`config.mk`:
```
export PLATFORM = sky130hd
export DESIGN_NAME = trng_bram_regbank
export DESIGN_NICKNAME = d
export VERILOG_FILES = /design/src/rtl/trng_pkg.sv /design/src/rtl/trng_word_fifo.sv /design/src/rtl/trng_bram_regbank.sv
export SDC_FILE = /design/constraint.sdc
export NUM_CORES = 1
export LEC_CHECK = 0
export BUFFER_PORTS_ARGS = -buffer_cell sky130_fd_sc_hd__buf_2
export CELL_PAD_IN_SITES_DETAIL_PLACEMENT = 0
export CELL_PAD_IN_SITES_GLOBAL_PLACEMENT = 2
export CORE_MARGIN = 3
export CORE_UTILIZATION = 30
export CTS_BUF_LIST = sky130_fd_sc_hd__clkbuf_16
export CTS_CLUSTER_SIZE = 14
export DETAILED_ROUTE_END_ITERATION = 10
export PLACE_DENSITY = 0.63
export SETUP_SLACK_MARGIN = 0.5
export SLEW_MARGIN = 20
export SYNTH_ARGS = -nofsm -noshare
export SYNTH_HDL_FRONTEND = slang
export SYNTH_SLANG_ARGS = --single-unit
```
`constraint.sdc`:
```
create_clock -name bram_clk_a -period 8.7 [get_ports bram_clk_a]
set_input_delay 1.74 -clock bram_clk_a [delete_from_list [all_inputs] [get_ports bram_clk_a]]
set_output_delay 1.74 -clock bram_clk_a [all_outputs]
set_load 0.005 [all_outputs]
```
`src/rtl/trng_pkg.sv`:
```
// trng_pkg: shared constants and helpers for the TRNG register bank.
// Holds register byte offsets, CTRL/STATUS bit positions, the entropy
// word width and a register-offset decode function.
package trng_pkg;

    localparam int TRNG_WORD_W = 32;

    // Register byte offsets.
    localparam logic [11:0] OFF_CTRL      = 12'h000;
    localparam logic [11:0] OFF_STATUS    = 12'h004;
    localparam logic [11:0] OFF_DATA      = 12'h008;
    localparam logic [11:0] OFF_REP_LIMIT = 12'h00C;

    // CTRL bit positions.
    localparam int CTRL_EN_BIT    = 0;
    localparam int CTRL_FLUSH_BIT = 1;

    // STATUS bit positions.
    localparam int ST_EMPTY_BIT   = 0;
    localparam int ST_FULL_BIT    = 1;
    localparam int ST_OVF_BIT     = 2;
    localparam int ST_REPFAIL_BIT = 3;
    localparam int ST_LEVEL_LSB   = 16;

    typedef enum logic [2:0] {
        REG_CTRL,
        REG_STATUS,
        REG_DATA,
        REG_REP_LIMIT,
        REG_NONE
    } reg_sel_e;

    // Map a word-aligned byte offset onto a register; unmapped offsets give REG_NONE.
    function automatic reg_sel_e decode_reg(input logic [31:0] byte_off);
        reg_sel_e sel;
        case (byte_off)
            {20'h00000, OFF_CTRL}:      sel = REG_CTRL;
            {20'h00000, OFF_STATUS}:    sel = REG_STATUS;
            {20'h00000, OFF_DATA}:      sel = REG_DATA;
            {20'h00000, OFF_REP_LIMIT}: sel = REG_REP_LIMIT;
            default:                    sel = REG_NONE;
        endcase
        return sel;
    endfunction

endpackage

```
`src/rtl/trng_word_fifo.sv`:
```
// trng_word_fifo: synchronous first-word-fall-through FIFO for entropy words.
// Ports: i_clk/i_rst (async active-high), i_push/i_push_data, i_pop,
// i_flush (synchronous clear), o_head (current head word), o_full,
// o_empty, o_level (occupancy, one bit wider than the pointers).
// A push while full is accepted only when a pop frees a slot the same cycle;
// a pop while empty is ignored.
module trng_word_fifo
    import trng_pkg::*;
#(
    parameter int DEPTH = 16,
    parameter int WIDTH = TRNG_WORD_W
) (
    input  logic                     i_clk,
    input  logic                     i_rst,
    input  logic                     i_push,
    input  logic [WIDTH-1:0]         i_push_data,
    input  logic                     i_pop,
    input  logic                     i_flush,
    output logic [WIDTH-1:0]         o_head,
    output logic                     o_full,
    output logic                     o_empty,
    output logic [$clog2(DEPTH):0]   o_level
);

    localparam int AW    = $clog2(DEPTH);
    localparam int LVL_W = AW + 1;

    logic [WIDTH-1:0] r_mem [DEPTH];
    logic [AW-1:0]    r_wr_ptr;
    logic [AW-1:0]    r_rd_ptr;
    logic [LVL_W-1:0] r_level;
    logic             w_do_push;
    logic             w_do_pop;

    assign o_empty   = (r_level == {LVL_W{1'b0}});
    assign o_full    = (r_level == LVL_W'(DEPTH));
    assign o_level   = r_level;
    assign o_head    = r_mem[r_rd_ptr];
    assign w_do_pop  = i_pop && !o_empty;
    assign w_do_push = i_push && (!o_full || w_do_pop);

    // Storage array; contents need no reset since level gates visibility.
    always_ff @(posedge i_clk) begin
        if (w_do_push && !i_flush) begin
            r_mem[r_wr_ptr] <= i_push_data;
        end
    end

    // Pointers and occupancy; flush overrides any push/pop in the same cycle.
    always_ff @(posedge i_clk or posedge i_rst) begin
        if (i_rst) begin
            r_wr_ptr <= {AW{1'b0}};
            r_rd_ptr <= {AW{1'b0}};
            r_level  <= {LVL_W{1'b0}};
        end else if (i_flush) begin
            r_wr_ptr <= {AW{1'b0}};
            r_rd_ptr <= {AW{1'b0}};
            r_level  <= {LVL_W{1'b0}};
        end else begin
            if (w_do_push) begin
                r_wr_ptr <= r_wr_ptr + AW'(1);
            end
            if (w_do_pop) begin
                r_rd_ptr <= r_rd_ptr + AW'(1);
            end
            case ({w_do_push, w_do_pop})
                2'b10:   r_level <= r_level + LVL_W'(1);
                2'b01:   r_level <= r_level - LVL_W'(1);
                default: r_level <= r_level;
            endcase
        end
    end

endmodule

```
`src/rtl/trng_bram_regbank.sv`:
```
// trng_bram_regbank: register bank and entropy word buffer behind the
// BRAM-style port of the TRNG AXI4-Lite slave.
// Ports: bram_clk_a/bram_rst_a (async active-high), bram_en_a, bram_we_a,
// bram_addr_a, bram_wrdata_a, bram_rddata_a (registered, 1-cycle latency),
// entropy_bit/entropy_valid (raw noise), fifo_level (FIFO occupancy).
// Registers: CTRL (EN, FLUSH), STATUS (EMPTY, FULL, OVF, REPFAIL, level),
// DATA (pops FIFO head), REP_LIMIT (repetition-count threshold, 0 = off).
module trng_bram_regbank
    import trng_pkg::*;
#(
    parameter int ADDR_WIDTH    = 13,
    parameter int FIFO_DEPTH    = 16,
    parameter int REP_LIMIT_RST = 32
) (
    input  logic                          bram_clk_a,
    input  logic                          bram_rst_a,
    input  logic                          bram_en_a,
    input  logic [3:0]                    bram_we_a,
    input  logic [ADDR_WIDTH-1:0]         bram_addr_a,
    input  logic [31:0]                   bram_wrdata_a,
    output logic [31:0]                   bram_rddata_a,
    input  logic                          entropy_bit,
    input  logic                          entropy_valid,
    output logic [$clog2(FIFO_DEPTH):0]   fifo_level
);

    localparam int LVL_W = $clog2(FIFO_DEPTH) + 1;

    logic             r_en;
    logic             r_ovf;
    logic             r_repfail;
    logic [7:0]       r_rep_limit;
    logic [31:0]      r_shift;
    logic [4:0]       r_bitcnt;
    logic [7:0]       r_run_len;
    logic             r_last_bit;
    logic [31:0]      r_rddata;

    logic [31:0]      w_byte_off;
    reg_sel_e         w_sel;
    logic             w_wr_b0;
    logic             w_rd;
    logic             w_ctrl_wr;
    logic             w_st_wr;
    logic             w_replim_wr;
    logic             w_flush;
    logic             w_pop;
    logic             w_accept;
    logic [7:0]       w_run_next;
    logic             w_rep_hit;
    logic             w_push;
    logic             w_ovf_set;
    logic             w_repfail_clr;
    logic [31:0]      w_word;
    logic [31:0]      w_status;
    logic [31:0]      w_rd_val;
    logic [31:0]      w_fifo_head;
    logic             w_fifo_full;
    logic             w_fifo_empty;
    logic [LVL_W-1:0] w_fifo_level;
    logic             w_unused;

    assign w_unused = ^{bram_addr_a[1:0], bram_wrdata_a[31:8]};

    // Register decode; only byte lane 0 carries writable bits.
    assign w_byte_off    = 32'({bram_addr_a[ADDR_WIDTH-1:2], 2'b00});
    assign w_sel         = decode_reg(w_byte_off);
    assign w_wr_b0       = bram_en_a && (bram_we_a != 4'b0000) && bram_we_a[0];
    assign w_rd          = bram_en_a && (bram_we_a == 4'b0000);
    assign w_ctrl_wr     = w_wr_b0 && (w_sel == REG_CTRL);
    assign w_st_wr       = w_wr_b0 && (w_sel == REG_STATUS);
    assign w_replim_wr   = w_wr_b0 && (w_sel == REG_REP_LIMIT);
    assign w_flush       = w_ctrl_wr && bram_wrdata_a[CTRL_FLUSH_BIT];
    assign w_pop         = w_rd && (w_sel == REG_DATA) && !w_fifo_empty;
    assign w_repfail_clr = w_st_wr && bram_wrdata_a[ST_REPFAIL_BIT] && r_repfail;

    // Packer and health test: bits enter at the MSB and shift right,
    // so the first accepted bit ends up at bit 0 of the completed word.
    assign w_accept  = r_en && entropy_valid && !r_repfail;
    assign w_word    = {entropy_bit, r_shift[31:1]};
    assign w_rep_hit = w_accept && (r_rep_limit != 8'd0) && (w_run_next >= r_rep_limit);
    assign w_push    = w_accept && !w_rep_hit && (r_bitcnt == 5'd31) && !w_flush;
    assign w_ovf_set = w_push && w_fifo_full && !w_pop;

    // Run length including the current bit; saturates so a disabled test cannot wrap.
    always_comb begin
        w_run_next = r_run_len;
        if ((r_run_len == 8'd0) || (entropy_bit != r_last_bit)) begin
            w_run_next = 8'd1;
        end else if (r_run_len != 8'hFF) begin
            w_run_next = r_run_len + 8'd1;
        end else begin
            w_run_next = r_run_len;
        end
    end

    // Shift register, bit counter and run tracker.
    always_ff @(posedge bram_clk_a or posedge bram_rst_a) begin
        if (bram_rst_a) begin
            r_shift    <= 32'd0;
            r_bitcnt   <= 5'd0;
            r_run_len  <= 8'd0;
            r_last_bit <= 1'b0;
        end else if (w_flush) begin
            r_shift    <= 32'd0;
            r_bitcnt   <= 5'd0;
            r_run_len  <= 8'd0;
            r_last_bit <= 1'b0;
        end else if (w_rep_hit) begin
            r_shift    <= 32'd0;
            r_bitcnt   <= 5'd0;
            r_run_len  <= w_run_next;
            r_last_bit <= entropy_bit;
        end else if (w_accept) begin
            r_shift    <= w_word;
            r_bitcnt   <= r_bitcnt + 5'd1;
            r_run_len  <= w_run_next;
            r_last_bit <= entropy_bit;
        end else if (w_repfail_clr) begin
            r_run_len  <= 8'd0;
        end else begin
            r_run_len  <= r_run_len;
        end
    end

    // Control and sticky status registers; a new event beats a W1C in the same cycle.
    always_ff @(posedge bram_clk_a or posedge bram_rst_a) begin
        if (bram_rst_a) begin
            r_en        <= 1'b0;
            r_ovf       <= 1'b0;
            r_repfail   <= 1'b0;
            r_rep_limit <= 8'(REP_LIMIT_RST);
        end else begin
            if (w_ctrl_wr) begin
                r_en <= bram_wrdata_a[CTRL_EN_BIT];
            end
            if (w_replim_wr) begin
                r_rep_limit <= bram_wrdata_a[7:0];
            end
            if (w_ovf_set) begin
                r_ovf <= 1'b1;
            end else if (w_st_wr && bram_wrdata_a[ST_OVF_BIT]) begin
                r_ovf <= 1'b0;
            end else begin
                r_ovf <= r_ovf;
            end
            if (w_rep_hit) begin
                r_repfail <= 1'b1;
            end else if (w_st_wr && bram_wrdata_a[ST_REPFAIL_BIT]) begin
                r_repfail <= 1'b0;
            end else begin
                r_repfail <= r_repfail;
            end
        end
    end

    // Read mux; values reflect state before this edge's updates.
    always_comb begin
        w_status = 32'd0;
        w_status[ST_EMPTY_BIT]             = w_fifo_empty;
        w_status[ST_FULL_BIT]              = w_fifo_full;
        w_status[ST_OVF_BIT]               = r_ovf;
        w_status[ST_REPFAIL_BIT]           = r_repfail;
        w_status[ST_LEVEL_LSB +: LVL_W]    = w_fifo_level;
        case (w_sel)
            REG_CTRL:      w_rd_val = {31'd0, r_en};
            REG_STATUS:    w_rd_val = w_status;
            REG_DATA:      w_rd_val = w_fifo_empty ? 32'd0 : w_fifo_head;
            REG_REP_LIMIT: w_rd_val = {24'd0, r_rep_limit};
            default:       w_rd_val = 32'd0;
        endcase
    end

    // Read data register; holds between reads.
    always_ff @(posedge bram_clk_a or posedge bram_rst_a) begin
        if (bram_rst_a) begin
            r_rddata <= 32'd0;
        end else if (w_rd) begin
            r_rddata <= w_rd_val;
        end else begin
            r_rddata <= r_rddata;
        end
    end

    assign bram_rddata_a = r_rddata;
    assign fifo_level    = w_fifo_level;

    trng_word_fifo #(
        .DEPTH (FIFO_DEPTH),
        .WIDTH (TRNG_WORD_W)
    ) u_fifo (
        .i_clk       (bram_clk_a),
        .i_rst       (bram_rst_a),
        .i_push      (w_push),
        .i_push_data (w_word),
        .i_pop       (w_pop),
        .i_flush     (w_flush),
        .o_head      (w_fifo_head),
        .o_full      (w_fifo_full),
        .o_empty     (w_fifo_empty),
        .o_level     (w_fifo_level)
    );

endmodule
```
Yosys cells after proc, flatten, opt, wreduce, memory -nomap -nowiden
Memory sizes are Yosys's and may differ from the RTL's.
Cells that the tools add are included.
{ "classes": {"addsub": 6, "order_cmp": 1, "eq_ne": 12, "muxes": 30, "reduce_logical": 46} }
{ "op_table": {"columns": ["cell", "n"], "rows": [
  ["$mux W32", 4],
  ["$pmux W32 S4", 1],
  ["$mux W8", 6],
  ["$logic_not A32 Y1", 1],
  ["$logic_and A1 B1 Y1", 24],
  ["$eq A11 B2 Y1 const B", 2],
  ["$mux W5", 4],
  ["$mux W4", 4],
  ["$pmux W3 S4", 1],
  ["$eq A11 B1 Y1 const B", 1],
  ["$add A5 B1 Y5 const B", 2],
  ["$eq A5 B5 Y1 const B", 2],
  ["$pmux W5 S2", 1],
  ["$mux W1", 9],
  ["$add A4 B1 Y4 const B", 2],
  ["$add A8 B1 Y8 const B", 1],
  ["$ge A8 B8 Y1", 1],
  ["$logic_not A8 Y1", 1],
  ["$ne A8 B8 Y1 const B", 1],
  ["$reduce_bool A2 Y1", 4],
  ["$reduce_bool A4 Y1", 2],
  ["$reduce_bool A8 Y1", 1],
  ["$eq A3 B2 Y1 const B", 2],
  ["$logic_not A1 Y1", 6],
  ["other kinds (10)", 12]
]} }
{ "totals": {"register_bits": 102, "ram_bits": 512, "input_bits": 54, "output_inout_bits": 37, "elab_cells": 108, "memories": 1} }
{ "mem_list": {"columns": ["name", "words", "width", "read_ports", "rd_ports_with_merged_regs", "write_ports", "line", "text"], "rows": [
  ["u_fifo.r_mem", 16, 32, 1, 0, 1, "trng_word_fifo.sv:28", "logic [WIDTH-1:0] r_mem [DEPTH];"]
]} }

Longest topological paths before layout
{ "depth": {"ltp_word": 13, "mapped_depth": 23, "depth_no_buf": 21} }

Modules after synthesis
A second synthesis with hierarchy kept.
{ "unflattened": {"hier_cells": 1181, "hier_area_um2": 24368.4} }
{ "by_module_without_submodules": {"columns": ["module", "instances", "cells_each", "area_per_inst_um2", "seq_area_each_um2"], "rows": [
  ["trng_word_fifo", 1, 827, 20233.2, 15700.1],
  ["trng_bram_regbank", 1, 354, 4135.2, 2203.4]
]} }

Worst setup path after synthesis
No wires, ideal clock.
{ "synth_timing": {"kind": "input -> register", "from": "input entropy_bit", "to": "memory u_fifo.r_mem[1][0] (netlist bit) (enable)", "setup_time_ps": 513, "arrival_ps": 6807, "required_ps": 8187, "setup_slack_ps": 1380, "stages": 10, "n_path_buf": 0, "cell_sequence": "xnor2_1 -> o41ai_4 -> nor2_1 -> ha_1 -> a211o_1 -> a31oi_1 -> o311a_1 -> o21a_1 -> nand3_4 -> nor4b_1"} }
{ "synth_between": {"elab_chain_cells": 13} }
{ "synth_rtl": {"columns": ["element", "line", "text"], "rows": [
  ["from (decl)", "trng_bram_regbank.sv:22", "input logic entropy_bit,"],
  ["$ne A1 B1 Y1", "trng_bram_regbank.sv:88", "if ((r_run_len == 8'd0) || (entropy_bit != r_last_bit)) begin"],
  ["$logic_or A1 B1 Y1", "trng_bram_regbank.sv:88", null],
  ["$mux W8", "trng_bram_regbank.sv:88", null],
  ["$ge A8 B8 Y1", "trng_bram_regbank.sv:81", "assign w_rep_hit = w_accept && (r_rep_limit != 8'd0) && (w_run_next >= r_rep_limit);"],
  ["$logic_and A1 B1 Y1", "trng_bram_regbank.sv:81", null],
  ["$logic_not A1 Y1", "trng_bram_regbank.sv:82", "assign w_push = w_accept && !w_rep_hit && (r_bitcnt == 5'd31) && !w_flush;"],
  ["$logic_and A1 B1 Y1 (3 in series)", "trng_bram_regbank.sv:82", null],
  ["$logic_and A1 B1 Y1", "trng_word_fifo.sv:40", "assign w_do_push = i_push && (!o_full || w_do_pop);"],
  ["$logic_and A1 B1 Y1", "trng_word_fifo.sv:44", "if (w_do_push && !i_flush) begin"],
  ["$mux W1", "trng_word_fifo.sv:44", null],
  ["$mux W1 (not written as such)", "trng_word_fifo.sv:45", "r_mem[r_wr_ptr] <= i_push_data;"],
  ["to (decl)", "trng_word_fifo.sv:28", null]
]} }
No other way between the ends.

Worst setup path in the final report
{ "layout_timing": {"from": "input entropy_bit", "to": "register u_fifo.r_level[4], in the netlist u_fifo.o_level[4]"} }
{ "layout_between": {"elab_chain_cells": 13, "word_cells_on_any_way": 15, "cone_classes": "1 x order compare; 3 x eq/ne; 3 x mux; 8 x reduce/logical"} }
{ "layout_rtl": {"columns": ["element", "line", "text"], "rows": [
  ["$ne A1 B1 Y1 (*)", "trng_bram_regbank.sv:88", null],
  ["$logic_or A1 B1 Y1 (*)", "trng_bram_regbank.sv:88", null],
  ["$mux W8 (*)", "trng_bram_regbank.sv:88", null],
  ["$ge A8 B8 Y1 (*)", "trng_bram_regbank.sv:81", null],
  ["$logic_and A1 B1 Y1 (*)", "trng_bram_regbank.sv:81", null],
  ["$logic_not A1 Y1 (*)", "trng_bram_regbank.sv:82", null],
  ["$logic_and A1 B1 Y1 (*) (3 in series)", "trng_bram_regbank.sv:82", null],
  ["$logic_and A1 B1 Y1 (*)", "trng_word_fifo.sv:40", null],
  ["$eq A2 B1 Y1 or $eq A2 B2 Y1 (tied branches)", "trng_word_fifo.sv:66", "case ({w_do_push, w_do_pop})"],
  ["$pmux W5 S2", "trng_word_fifo.sv:66", null],
  ["$mux W5", "trng_word_fifo.sv:55", "end else if (i_flush) begin"],
  ["to (signal assigned)", "trng_word_fifo.sv:54", "r_level <= {LVL_W{1'b0}};"],
  ["to (signal assigned)", "trng_word_fifo.sv:67", "2'b10: r_level <= r_level + LVL_W'(1);"],
  ["to (signal assigned)", "trng_word_fifo.sv:68", "2'b01: r_level <= r_level - LVL_W'(1);"],
  ["to (decl)", "trng_word_fifo.sv:31", "logic [LVL_W-1:0] r_level;"]
]} }
Mark *: on every way between the ends. The rest lies on a longest branch, timed or not.
A chain may end at the register's enable or synchronous reset.

==> metrics <==
status finished, final reports clean; period utilisation layout 68.5%; GRT met2 Usage 22.9%; via/cell ratio 4.89; total gr overflow 0; Residual DRC 0; fill count 7443; Final Hold Fails 0; Top cell by count, worst path ha_1; Critical Path Fanout Max 39; Setup violations, final 0; multi-input logic area 6130 µm²; Pwr Density 209 nW/µm²; PortBufs 64; synth warn 0; post-synthesis sequential area ratio 73.6%; Critical Path Max Stage Delay 0.52 ns; GPL Wtd Cong 0.704; hold slack 0.499 ns; vias in the first global route 12620; IO Pins 91; Max-Cap Viols 0; count leader, synth edfxtp_1; worst-case reg-to-reg path depth 20; setup TNS 0 ns; worst-skew pair later-pin latency 0.60 ns; clock sink total 613; synthesized flop and latch total 613; CP Class in2reg; Synth area leaders edfxtp_1, mux4_2, dfrtp_1; Mapped Nets 1318; CTS buffer count 70; Nets 1420; area of the mapped netlist 24300 µm²; class of the worst hold path reg2reg; initial antenna violation count 0; global-route wire length before repair 85900 µm; RSZ-0062 raised after global routing no; top_reg_cell synth edfxtp_1; post-synth cell types 56; Crit path max-delay family compound AO/OA/AOI/OAI gates; Ant. Diodes 0; CTS tree done; share of layout cells above drive strength 1 28.1%; pin count of the biggest net entering global routing 96; critical-path cell list buf_2 > xnor2_1 > o41ai_4 > nor2_1 > ha_1 > a211o_1 > a31oi_1 > o311a_1 > o21a_2 > buf_4 > nand3_4 > ha_1 > ha_1 > nor2b_1 > o21ai_0 > a21oi_1 > nor3_1 > xnor2_1 > nor2_1; Initial DRT Pass Iterations 5; Critical Path RT 9.14 ns; GRT busiest layer met2; Detail Route Antenna Nets 0; Post-synth top cells edfxtp_1, mux4_2, dfrtp_1; Worst Path Buf+Inv 2; # hold bufs at CTS 0; Die W 291 µm; final worst setup slack 2.74 ns; Post-CTS Setup Inserts 0; DRT iter0 DRCs 927; FFs w/ async S/R, synth 16.5%; slowest stage cell, crit path nand3_4; CTS max path bufs 3; post-cts gate resize count 0; pins over their slew limit 0; Yosys top cell by area edfxtp_1; Critical Path Stages 19; Worst setup EP type flip-flop; EDFF count, synth 512; die area 84600 µm²; DIE HEIGHT 291 µm; Synth top area share 63.2%; Layout area overhead 15.8%; Final HPWL DP 31000 µm; Final Core Density 35.4%; Initial Utilization 30.6%; Syn Area/Cell 19.6 µm²; Slew headroom 25.8%; WL/cell 23.4 µm; Syn Inst Count 1242; Post-Place Setup Slack 2.03 ns; GRT Total Usage 13.6%; clk_skew 0.0270 ns; met1 Usage GRT 18.2%; Max H-tree Level 3; minimum clock period 5.96 ns; worst-margin pin slew 1.11 ns; fmax 168 MHz; Max VDD drop 0.118 mV; crit path DAT 6.40 ns; CTS root buf clkbuf_16; design area 28200 µm²; placed instance area 26100 µm²; sequential cell area 17900 µm²; vias 11982; P_leak 0.0105 µW; num rows 103; met3 usage 2.43%; hold depth 1; Total Wirelength 57400 µm; CORE AREA 79600 µm²; clk slew on worst S/H paths 0.05 ns; critical path launch point type input port
[final timing paths]
kind,start,endpoint,slack (ns)
max,entropy_bit,u_fifo.o_level[4],2.74
min,bram_rddata_a[12],bram_rddata_a[12],0.50
max reg2reg,r_run_len[0],u_fifo.o_level[4],2.98
min reg2reg,bram_rddata_a[12],bram_rddata_a[12],0.50
max in group asynchronous,bram_rst_a,u_fifo.r_rd_ptr[1],6.02
min in group asynchronous,bram_rst_a,bram_rddata_a[15],1.33
[area by class of cell]
type,instances,area share [%]
tap,1050,4.66
clock inverter,55,1.20
inverter,23,0.315
multi-input combinational,539,21.7
sequential,613,63.5
timing repair buffer,97,2.24
clock buffer,71,6.30
[worst reg2reg max path: stages, from the launching register on]
cell and delay, ns:
dfrtp_1 0.43, inv_1 0.12, ha_1 0.16, or4b_1 0.49, o41ai_4 0.51, nor2_1 0.16
ha_1 0.32, a211o_1 0.25, a31oi_1 0.15, o311a_1 0.20, o21a_2 0.14, buf_4 0.46
nand3_4 0.55, ha_1 0.47, ha_1 0.32, nor2b_1 0.15, o21ai_0 0.19, a21oi_1 0.10
nor3_1 0.24, xnor2_1 0.15, nor2_1 0.05
[flip-flops by register name, indices dropped and copies added (netlist names), 4 cells and up]
signal           cells
u_fifo.o_level       5
r_rep_limit          8
r_shift             31
r_run_len            8
u_fifo.r_rd_ptr      4
u_fifo.r_mem       512
bram_rddata_a       32
u_fifo.r_wr_ptr      4
r_bitcnt             5
[cells by family after synthesis]
kind of cell	synth area share, %
mux	15.5
flops	73.6
buf+inv	1.77
compound gates	3.85
xor+xnor	0.252
fa+ha+maj	1.16
simple gates	3.94
[per-layer routing]
| metal | share of wire, % | routed length, µm | vias to the layer above |
|---|---|---|---|
| met5 | 0 | 0 | - |
| met4 | 1.6 | 893 | 0 |
| met3 | 4.2 | 2420 | 61 |
| met2 | 51 | 29000 | 227 |
| met1 | 44 | 25000 | 6437 |
| li1 | - | - | 5257 |
[report_power, final]
part / internal (µW) / leakage [µW] / total [µW] / switching (µW)
Combinational: 8.63 / 0.00233 / 31.3 / 22.6
Clock: 1570 / 0.00113 / 2710 / 1140
Sequential: 3150 / 0.00706 / 3150 / 1.84
[cells in the final DEF (no fill, tap or decap), types with 16 or more instances in the layout]
cell	synthesis	routed
a21oi_1	37	37
a22o_1	24	24
a22oi_1	38	38
buf_2	20	64
buf_4	4	28
clkbuf_16	0	71
dfrtp_1	100	96
edfxtp_1	512	512
ha_1	21	21
inv_1	23	47
mux2_2	19	19
mux2i_1	16	16
mux4_2	150	150
nand2_1	31	30
nor2_1	76	70
o21ai_0	17	17
[per-stage QoR]
stage                     power, µW  cells
after global routing           6100   2448
final                          5890   2448
after floorplan                3220   1242
after CTS                      5970   2448
after detailed placement       3240   2322
after global placement         3240   2322
Note: power is estimated with default switching activity, not from simulation.
